--- src/rtl/ex_stage_md.sv ---
// rtl/ex_stage_md.sv - execute stage with operand forwarding and an iterative multiply/divide unit
// ALU ops complete in one cycle through an external ALU; MD ops iterate one bit per cycle.
module ex_stage_md #(
   parameter int XLEN = 32,
   parameter int REGW = 5
) (
   input  logic            clock,
   input  logic            reset,
   input  logic            flush,
   input  logic            in_valid,
   output logic            in_ready,
   input  logic [XLEN-1:0] in_pc,
   input  logic [REGW-1:0] in_rd,
   input  logic [REGW-1:0] in_rs1,
   input  logic [REGW-1:0] in_rs2,
   input  logic [XLEN-1:0] in_data1,
   input  logic [XLEN-1:0] in_data2,
   input  logic [XLEN-1:0] in_imm,
   input  logic [3:0]      in_ctl,
   input  logic [2:0]      in_md,
   output logic [XLEN-1:0] alu_a,
   output logic [XLEN-1:0] alu_b,
   input  logic [XLEN-1:0] alu_result,
   input  logic            alu_branch,
   input  logic            wb_is_wb,
   input  logic [REGW-1:0] wb_rd,
   input  logic [XLEN-1:0] wb_result,
   input  logic            out_ready,
   output logic            out_valid,
   output logic [XLEN-1:0] out_pc,
   output logic [REGW-1:0] out_rd,
   output logic [2:0]      out_ctl,
   output logic [XLEN-1:0] out_result,
   output logic [XLEN-1:0] out_store_data,
   output logic [XLEN-1:0] out_br_addr,
   output logic            out_br_en
);

   localparam int CW = $clog2(XLEN);

   typedef enum logic [1:0] {IDLE, CALC, DONE} state_t;

   state_t          state_q, state_d;
   logic [CW-1:0]   cnt_q;
   logic [XLEN-1:0] hi_q, lo_q, hi_d, lo_d, div_q;
   logic [1:0]      md_op_q;
   logic [XLEN-1:0] md_pc_q, md_br_q;
   logic [REGW-1:0] md_rd_q;
   logic [2:0]      md_ctl_q;

   logic            out_valid_q, out_br_en_q;
   logic [XLEN-1:0] out_pc_q, out_result_q, out_store_q, out_br_addr_q;
   logic [REGW-1:0] out_rd_q;
   logic [2:0]      out_ctl_q;

   logic            slot_free, accept, load_alu, load_md;
   logic            slot_hit1, slot_hit2, wb_hit1, wb_hit2;
   logic [XLEN-1:0] fwd1, fwd2;
   logic [XLEN:0]   mul_sum, div_rs, div_diff;

   // A slot result is forwardable only if it writes a register and is not a load.
   assign slot_hit1 = (in_rs1 != '0) && out_valid_q && out_ctl_q[0] && !out_ctl_q[2] && (out_rd_q == in_rs1);
   assign slot_hit2 = (in_rs2 != '0) && out_valid_q && out_ctl_q[0] && !out_ctl_q[2] && (out_rd_q == in_rs2);
   assign wb_hit1   = (in_rs1 != '0) && wb_is_wb && (wb_rd == in_rs1);
   assign wb_hit2   = (in_rs2 != '0) && wb_is_wb && (wb_rd == in_rs2);
   assign fwd1      = slot_hit1 ? out_result_q : (wb_hit1 ? wb_result : in_data1);
   assign fwd2      = slot_hit2 ? out_result_q : (wb_hit2 ? wb_result : in_data2);
   assign alu_a     = fwd1;
   assign alu_b     = in_ctl[0] ? in_imm : fwd2;

   assign slot_free = !out_valid_q || out_ready;
   assign in_ready  = !flush && (state_q == IDLE) && slot_free;
   assign accept    = in_valid && in_ready;
   assign load_alu  = accept && !in_md[2];
   assign load_md   = !flush && (state_q == DONE) && slot_free;

   always_comb begin
      state_d = state_q;
      case (state_q)
         IDLE:    if (accept && in_md[2]) state_d = CALC;
         CALC:    if (cnt_q == CW'(XLEN - 1)) state_d = DONE;
         DONE:    if (slot_free) state_d = IDLE;
         default: state_d = IDLE;
      endcase
      if (flush) state_d = IDLE;
   end

   // hi/lo form the product register for multiply and remainder/quotient for divide.
   assign mul_sum  = {1'b0, hi_q} + (lo_q[0] ? {1'b0, div_q} : '0);
   assign div_rs   = {hi_q, lo_q[XLEN-1]};
   assign div_diff = div_rs - {1'b0, div_q};

   always_comb begin
      hi_d = hi_q;
      lo_d = lo_q;
      if (!md_op_q[1]) begin
         hi_d = mul_sum[XLEN:1];
         lo_d = {mul_sum[0], lo_q[XLEN-1:1]};
      end else if (!div_diff[XLEN]) begin
         hi_d = div_diff[XLEN-1:0];
         lo_d = {lo_q[XLEN-2:0], 1'b1};
      end else begin
         hi_d = div_rs[XLEN-1:0];
         lo_d = {lo_q[XLEN-2:0], 1'b0};
      end
   end

   always_ff @(posedge clock) begin
      if (!reset) begin
         state_q  <= IDLE;
         cnt_q    <= '0;
         hi_q     <= '0;
         lo_q     <= '0;
         div_q    <= '0;
         md_op_q  <= '0;
         md_pc_q  <= '0;
         md_br_q  <= '0;
         md_rd_q  <= '0;
         md_ctl_q <= '0;
      end else begin
         state_q <= state_d;
         if (accept && in_md[2]) begin
            cnt_q    <= '0;
            hi_q     <= '0;
            lo_q     <= fwd1;
            div_q    <= fwd2;
            md_op_q  <= in_md[1:0];
            md_pc_q  <= in_pc;
            md_br_q  <= in_pc + in_imm;
            md_rd_q  <= in_rd;
            md_ctl_q <= in_ctl[3:1];
         end else if (state_q == CALC && !flush) begin
            cnt_q <= cnt_q + CW'(1);
            hi_q  <= hi_d;
            lo_q  <= lo_d;
         end
      end
   end

   always_ff @(posedge clock) begin
      if (!reset) begin
         out_valid_q   <= 1'b0;
         out_pc_q      <= '0;
         out_rd_q      <= '0;
         out_ctl_q     <= '0;
         out_result_q  <= '0;
         out_store_q   <= '0;
         out_br_addr_q <= '0;
         out_br_en_q   <= 1'b0;
      end else if (flush) begin
         out_valid_q <= 1'b0;
      end else if (load_alu) begin
         out_valid_q   <= 1'b1;
         out_pc_q      <= in_pc;
         out_rd_q      <= in_rd;
         out_ctl_q     <= in_ctl[3:1];
         out_result_q  <= alu_result;
         out_store_q   <= fwd2;
         out_br_addr_q <= in_pc + in_imm;
         out_br_en_q   <= alu_branch;
      end else if (load_md) begin
         out_valid_q   <= 1'b1;
         out_pc_q      <= md_pc_q;
         out_rd_q      <= md_rd_q;
         out_ctl_q     <= md_ctl_q;
         out_result_q  <= md_op_q[0] ? hi_q : lo_q;
         out_store_q   <= div_q;
         out_br_addr_q <= md_br_q;
         out_br_en_q   <= 1'b0;
      end else if (out_ready) begin
         out_valid_q <= 1'b0;
      end
   end

   assign out_valid      = out_valid_q;
   assign out_pc         = out_pc_q;
   assign out_rd         = out_rd_q;
   assign out_ctl        = out_ctl_q;
   assign out_result     = out_result_q;
   assign out_store_data = out_store_q;
   assign out_br_addr    = out_br_addr_q;
   assign out_br_en      = out_br_en_q;

endmodule

--- config.mk ---
export PLATFORM = sky130hd
export DESIGN_NAME = ex_stage_md
export DESIGN_NICKNAME = d
export VERILOG_FILES = /design/src/rtl/ex_stage_md.sv
export SDC_FILE = /design/constraint.sdc
export NUM_CORES = 1
export LEC_CHECK = 0
export CORE_UTILIZATION = 50
export CTS_CLUSTER_SIZE = 28
export DETAILED_ROUTE_END_ITERATION = 7
export HOLD_SLACK_MARGIN = 0.12
export PLACE_DENSITY = 0.79
export SKIP_CTS_REPAIR_TIMING = 1
export SLEW_MARGIN = 20
export SYNTH_ARGS = -nofsm -noshare
export SYNTH_HDL_FRONTEND = slang
export SYNTH_SLANG_ARGS = --single-unit
--- constraint.sdc ---
create_clock -name clock -period 8.55 [get_ports clock]
set_input_delay 1.71 -clock clock [delete_from_list [all_inputs] [get_ports clock]]
set_output_delay 1.71 -clock clock [all_outputs]
set_load 0.01 [all_outputs]
# --- Yosys cells after proc, flatten, opt, wreduce, memory -nomap -nowiden ---
# Index checks and enable logic that the tools add are counted.
word_totals:
  elab_cells: 103
  inputBits: 226
  register_bits: 315
op_classes:
  reduce_logical: 35
  n_eq_ne: 10
  muxes: 34
  bitwise_logic: 2
  n_addsub: 4
op_table:
  columns: ["op", "count"]
  rows:
  - ["$mux 32", 20]
  - ["$add 32x32->33", 1]
  - ["$sub 33x32->33", 1]
  - ["$add 32x32->32", 1]
  - ["$eq 5x5->1", 4]
  - ["$logic_and 1x1->1", 20]
  - ["$mux 5", 2]
  - ["$reduce_bool 5->1", 2]
  - ["$mux 1", 6]
  - ["$mux 2", 3]
  - ["$mux 3", 2]
  - ["$pmux 2 s3", 1]
  - ["$add 5x1->5 const B", 1]
  - ["$eq 5x5->1 const B", 1]
  - ["$logic_not 1->1", 4]
  - ["$ne 2x2->1 const B", 2]
  - ["$reduce_bool 2->1", 2]
  - ["$reduce_or 2->1", 2]
  - ["$reduce_and 3->1", 1]
  - ["$reduce_bool 3->1", 1]
  - ["$eq 2x1->1 const B", 1]
  - ["$eq 2x2->1 const B", 1]
  - ["$logic_not 2->1", 1]
  - ["$ne 2x1->1 const B", 1]
  - ["3 further kinds", 4]

# --- Depth between registers and ports, before layout ---
# Gate-level depths: netlist of the first run.
depth:
  word_depth: 7
  mapped_depth: 14

# --- Least setup slack after synthesis of the first run ---
# No wires, ideal clock.
synth_path:
  kind: "input to output"
  from: "input wb_rd[0]"
  to: "output alu_b[10]"
  required_ps: 6840
  cell_stages: 7
  slack_ps: 3511
  arrival_time_ps: 3329
  path_cell_list: "xnor2_1 -> nand4_1 -> nor2_1 -> clkbuf_1 -> mux2i_1 -> a21oi_1 -> mux2_2"
synth_between:
  elab_chain_cells: 5
synth_rtl:
  columns: ["element", "line", "source"]
  rows:
  - ["start: declaration", "26", "input logic [REGW-1:0] wb_rd,"]
  - ["$eq 5x5->1", "65", "assign wb_hit2 = (in_rs2 != '0) && wb_is_wb && (wb_rd == in_rs2);"]
  - ["$logic_and 1x1->1", "65", null]
  - ["$mux 32 (2 in series)", "67", "assign fwd2 = slot_hit2 ? out_result_q : (wb_hit2 ? wb_result : in_data2);"]
  - ["$mux 32", "69", "assign alu_b = in_ctl[0] ? in_imm : fwd2;"]
  - ["end: declaration", "22", "output logic [XLEN-1:0] alu_b,"]
# No other way between the ends.

# --- Final worst setup path of the first run ---
layout_path:
  from: "input in_rs2[3]"
  to: "output alu_b[18]"
layout_between:
  elab_chain_cells: 7
layout_rtl:
  columns: ["element", "line", "source"]
  rows:
  - ["start: declaration", "15", "input logic [REGW-1:0] in_rs2,"]
  - ["$reduce_bool 5->1", "63, 65", null]
  - ["$logic_and 1x1->1 (4 in series)", "63", "assign slot_hit2 = (in_rs2 != '0) && out_valid_q && out_ctl_q[0] && !out_ctl_q[2] && (out_rd_q == in_rs2);"]
  - ["$mux 32 *", "67", null]
  - ["$mux 32 *", "69", null]
# Every way passes the cells marked *; elsewhere a longest branch is shown, timed or not.

==> reports/metrics.yaml, run 1 <==
htree_levels: 2
slew_headroom: 0.220
ctsLongestPathBuffers: 3
skew_ns: 0.0219
grt_usage: 0.397
finalCoreUtilization: 0.653
wirelength_mm: 84.9
p_per_area_mw_per_mm2: 157
leakage_nw: 9.47
hold_viol: 0
cp_top_family: "buffers and inverters"
postSynth.asyncResetShare: 0
insertion_delay_ns: 0.57
io_pins: 429
syn_nets: 2918
avgViaCountPerCell: 6.26
syn_inst: 2592
finalCritPeriodShare: 0.796
crit_path_start_kind: "input port"
ys.warnings.count: 0
grt_start_max_net_pins: 176
synth_ff_type: "dfxtp_1"
worst_pin_slew_ns: 1.17
clock.fmax_ghz: 0.147
required_ns: 6.84
place.gp.congestion: 1.00
wire_per_inst_um: 24.5
clk_pin_slew_ns: 0.06
crit_type: "input port to output pin"
finalNetCount: 3230
hp-class: "register to register"
first_pass_iters: 8
drtIter0Drc: 2140
synth_edf_count: 0
status: "finished, final reports clean"
hpwl_mm: 63.2
cp_max_fo: 40
drcViolationCount: 0
cts_tree: "done"
synth_area_leaders: "dfxtp_1, mux2i_1, a21oi_1"
rsz0062_at_grt: "false"
start_util: 0.510
yosysMostFrequentCell: "nand2_1"
ant_nets: 0
met3_usage: 0.0958
die_area_mm2: 0.0416
cts_sinks: 315
fin_hold_ws_ns: 0.440
dp_slack_ns: 1.80
port_buffers: 428
maxCapViolCount: 0
synth-seq-area-share: 0.309
path_cells: "clkdlybuf4s50_1 > xor2_1 > nor4_1 > nand3_2 > buf_4 > a21oi_1 > mux2_2 > clkdlybuf4s50_1"
num_vias: 21700
grt_util_met2: 0.632
critPathMaxStageDelay_ns: 0.59
finalCriticalPeriod_ns: 6.81
yosys.area.top_type: "dfxtp_1"
synth_commonest_cells: "nand2_1, dfxtp_1, nor2_1"
crit_slowest_cell: "clkdlybuf4s50_1"
crit_buf_inv: 3
area_growth_pct: 28.1
grt_pass1_wl_mm: 126
crit_path_end_kind: "output pin"
tns_ns: 0
ir_drop_mv: 0.157
setup_violations: 0
arrival_ns: 5.10
rows: 73
synth_cell_type_count: 76
grt_util_met1: 0.495
ys_ff_latch: 315
fin_ws_ns: 1.74
synth_top_area_share: 0.309
crit_top_cell: "clkdlybuf4s50_1"
fp.coreArea_mm2: 0.0400
drive_gt1_frac: 0.0546
slew_viol_final: 0
chipHeight_um: 204
grt_pass1_vias: 20500
cts_root_buf: "clkbuf_16"
synth.avg_cell_area_um2: 7.86
globalRoute.busiestLayer: "met2"
antenna_found_initial: 10
grt-ovfl-total: 0
synthesis.area_mm2: 0.0204
die_w_um: 204
numCtsBuffers: 37
==> worst register-to-register path: cells and delay by family, from the launching register on <==
kind / cells / cell delay (ns)
and+or+nand+nor: 1 / 0.19
DFF: 1 / 0.40
buffers and inverters: 2 / 0.70
AOI/OAI and AO/OA: 9 / 2.08
adders and majority gates: 2 / 0.67
==> worst paths after layout <==
kind	start	to	slack, ns	depth (start not counted)
worst max-delay path	in_rs2[3]	alu_b[18]	1.74	8
worst min-delay path	md_br_q[28]	md_br_q[28]	0.44	2
worst max register to register	lo_q[31]	hi_q[15]	4.39	14
worst min register to register	md_br_q[28]	md_br_q[28]	0.44	2
==> layout make-up <==
type	instances	area, um^2
clock inverters	15	180
repair buffers	450	4460
fillers	3408	13900
flip-flops and latches	315	6310
multi-input cells	2048	13300
well taps	525	657
inverters	52	203
diodes	6	15.0
clock buffers	51	1040
==> metal layers <==
| layer | up-vias | part of all wire |
|---|---|---|
| met3 | 230 | 0.10 |
| met4 | 6 | 0.054 |
| li1 | 9887 | - |
| met5 | - | 0.00047 |
| met2 | 1203 | 0.45 |
| met1 | 10300 | 0.40 |
==> per-stage QoR <==
step	cells	total power, mW	instance area [um^2]
6_report	3462	4.10	26100
5_1_grt	3460	4.22	26100
4_1_cts	3456	4.09	26100
3_5_place_dp	3390	2.48	24900
3_3_place_gp	3390	2.48	24900
2_1_floorplan	2592	2.08	20400
==> layout by cell type (no fill, tap or decap), types with 23 or more instances in the layout <==
master / netlist / final
a211oi_1: 121 / 121
xnor2_1: 58 / 58
a21o_1: 40 / 40
clkdlybuf4s50_1: 0 / 428
a221oi_1: 32 / 32
a21oi_1: 301 / 301
nand2_1: 355 / 355
nor2_1: 310 / 306
ha_1: 97 / 97
xor2_1: 44 / 44
mux2i_1: 222 / 222
and2_1: 34 / 34
inv_1: 52 / 51
nand3_1: 25 / 23
dfxtp_1: 315 / 312
o21ai_0: 98 / 98
clkbuf_16: 0 / 37
mux2_2: 39 / 39
o211ai_1: 43 / 43
==> sequential cells by signal, indices dropped and copies added, names as in the netlist, 32 cells and up <==
register / flops
out_store_data: 32
md_br_q: 32
lo_q: 32
md_pc_q: 32
div_q: 32
out_result: 32
out_br_addr: 32
out_pc: 32
hi_q: 32
==> cells by family after synthesis <==
| logic type | Yosys count | share of synthesized area |
|---|---|---|
| xor+xnor | 102 | 0.0438 |
| simple gates | 834 | 0.173 |
| compound gates | 751 | 0.237 |
| mux | 261 | 0.131 |
| buf+inv | 229 | 0.0437 |
| flops | 315 | 0.309 |
| fa+ha+maj | 100 | 0.0625 |
==> power breakdown <==
group | leakage [nW] | internal (mW) | total, mW | switching, mW
clock | 0.605 | 0.948 | 1.62 | 0.670
sequential | 2.56 | 1.53 | 1.59 | 0.0646
combinational | 6.30 | 0.402 | 0.886 | 0.484
No activity file was read; power rests on OpenSTA's default activity.
==> inputs of run 2 (changes only) <==
CORE_UTILIZATION = 47   (was 50)
PLACE_DENSITY = 0.77   (was 0.79)
clock period = 5.8 ns   (was 8.55 ns; I/O delays follow)
==> run 2 against run 1 <==
Utilization is 3.0 points lower. Critical endpoint is now alu_b[19]. Clock power increased by 57%. Sequential power is 47% higher. Largest cell class unchanged. Final cell count is 1.7% higher. Critical path depth is 1 higher.
==> reports/metrics.yaml, run 2 (synthesis results as in run 1) <==
wirelength_mm: 83.0  # -2.2%
fin_area_mm2: 0.0264  # +0.93%
worst_pin_slew_ns: 1.06  # -0.109 ns
status: "finished, final reports clean"
finalCriticalPeriod_ns: 5.21
die_area_mm2: 0.0442  # +6.3%
arrival_ns: 4.05  # -1.05 ns
maxCapViolCount: 0  # unchanged
slew_viol_final: 0  # unchanged
ant_nets: 0  # unchanged
holdPathStages: 2  # unchanged
hp-class: "register to register"
fin_hold_ws_ns: 0.456  # +0.0161 ns
fp.coreArea_mm2: 0.0423  # +5.8%
finalCritPeriodShare: 0.898
hpwl_mm: 61.6  # -2.6%
grt-ovfl-total: 0  # unchanged
die_w_um: 210  # +3.1%
reg2reg_depth: 12  # -2
num_vias: 21200  # -2.3%
worstHoldStart: "md_pc_q[30]"
area_growth_pct: 29.3
crit_path_end_kind: "output pin"
place.gp.congestion: 0.974  # -2.6%
setup_violations: 0  # unchanged
final_cell_mix: "clkdlybuf4s50_1, nand2_1, dfxtp_1, nor2_1, a21oi_1"
rows: 75  # +2.7%
grt_pass1_wl_mm: 124  # -1.6%
seqCellArea_mm2: 0.00631  # about the same
first_pass_iters: 5  # -3
num-fill-cells: 3695  # +8.4%
cts_root_buf: "clkbuf_16"
crit_type: "input port to output pin"
avgViaCountPerCell: 6.01  # -4.0%
rsz0062_at_grt: "false"
drtIter0Drc: 2208  # +3.2%
grt_usage: 0.366  # -0.0318
required_ns: 4.64  # -2.20 ns
port_buffers: 428  # unchanged
start_util: 0.482  # -0.0279
layout.cells.non_filler: 3522  # +1.7%
antenna_found_initial: 8  # -2
placed_area_mm2: 0.0250  # +0.62%
reg2reg_to: "hi_q[28]"
multi_input_area_mm2: 0.0133  # about the same
numCtsBuffers: 38  # +2.7%
clk_pin_slew_ns: 0.06  # about the same
dp_slack_ns: 0.621  # -1.18 ns
htree_levels: 2  # unchanged
wire_per_inst_um: 23.6  # -3.9%
hold_viol: 0  # unchanged
dp_cells: 3448  # +1.7%
timing.rr.start: "lo_q[0]"
cts_sinks: 315  # unchanged
finalNetCount: 3237  # +0.22%
mostFrequentLayoutCell: "clkdlybuf4s50_1"
cts_tree: "done"
crit_path_start_kind: "input port"
clock.fmax_ghz: 0.192
io_pins: 429  # unchanged
drcViolationCount: 0  # unchanged
slew_headroom: 0.295  # +0.0749
cp_max_fo: 32  # -20%
tns_ns: 0  # unchanged
insertion_delay_ns: 0.58  # about the same
drive_gt1_frac: 0.0568  # +0.00225
reg2reg_setup_slack_ns: 1.28  # -3.11 ns
skew_ns: 0.0231  # +0.00116 ns
ctsLongestPathBuffers: 3  # unchanged
grt_start_max_net_pins: 129  # -27%
grt_pass1_vias: 20000  # -2.6%
hold-path-endpoint: "md_pc_q[30]"
p_per_area_mw_per_mm2: 234  # +49%
ir_drop_mv: 0.242  # +54%
fin_ws_ns: 0.593  # -1.15 ns
leakage_nw: 9.54  # +0.80%
chipHeight_um: 210  # +3.1%
-- run 2: cell types whose count changed in the layout (fill, tap and decap cells not counted), moves of 2 or more --
| cell | delta |
|---|---|
| buf_12 | +4 |
| buf_4 | +2 |
| bufinv_16 | +2 |
| clkbuf_16 | +2 |
| clkinv_2 | -2 |
| clkinvlp_4 | +2 |
-- run 2: layout make-up --
cell class                 instances  share of cell area
tap                              577              0.0274
clock inverter                    15             0.00864
multi-input combinational       2048               0.503
sequential                       315               0.239
antenna                            7            0.000664
clock buffer                      52              0.0411
inverter                          52             0.00769
timing repair buffer             456               0.173
-- run 2: how the worst max path moves through the flow --
stage                   start         to  slack (ns)  cells after the start
finish              in_rs2[2]  alu_b[19]        0.59                      9
CTS                 in_rs1[1]  alu_a[28]        0.62                      7
detailed placement  in_rs1[1]  alu_a[28]        0.62                      7
global route        in_rs2[1]  alu_b[19]        0.50                      8
floorplan            wb_rd[0]  alu_b[10]        1.86                      7
global placement    in_rs1[1]  alu_a[28]        0.65                      7
-- run 2: metrics by stage --
| step | util | total power, mW |
|---|---|---|
| floorplan | - | 3.07 |
| global placement | 0.592 | 3.63 |
| detailed placement | 0.592 | 3.64 |
| CTS | 0.623 | 6.17 |
| global route | 0.623 | 6.37 |
| finish | 0.623 | 6.17 |
-- run 2: worst max-delay path: stages --
cell             delay, ns
clkdlybuf4s50_1       0.56
xnor2_1               0.15
nand4_1               0.16
nor2_4                0.15
buf_12                0.28
mux2i_1               0.12
a21oi_1               0.60
mux2_2                0.29
clkdlybuf4s50_1       0.53
-- run 2: power breakdown --
group	leakage, nW	switching [mW]	internal, mW
logic	6.34	0.695	0.594
registers	2.56	0.0874	2.25
clock network	0.641	1.01	1.54
-- run 2: routing by layer --
layer	vias to the layer above	global-route usage	wire length, um
met1	9963	0.464	33400
met4	2	0.160	3510
met3	169	0.0748	8020
li1	9897	-	-
met5	-	0	13
met2	1130	0.599	38100
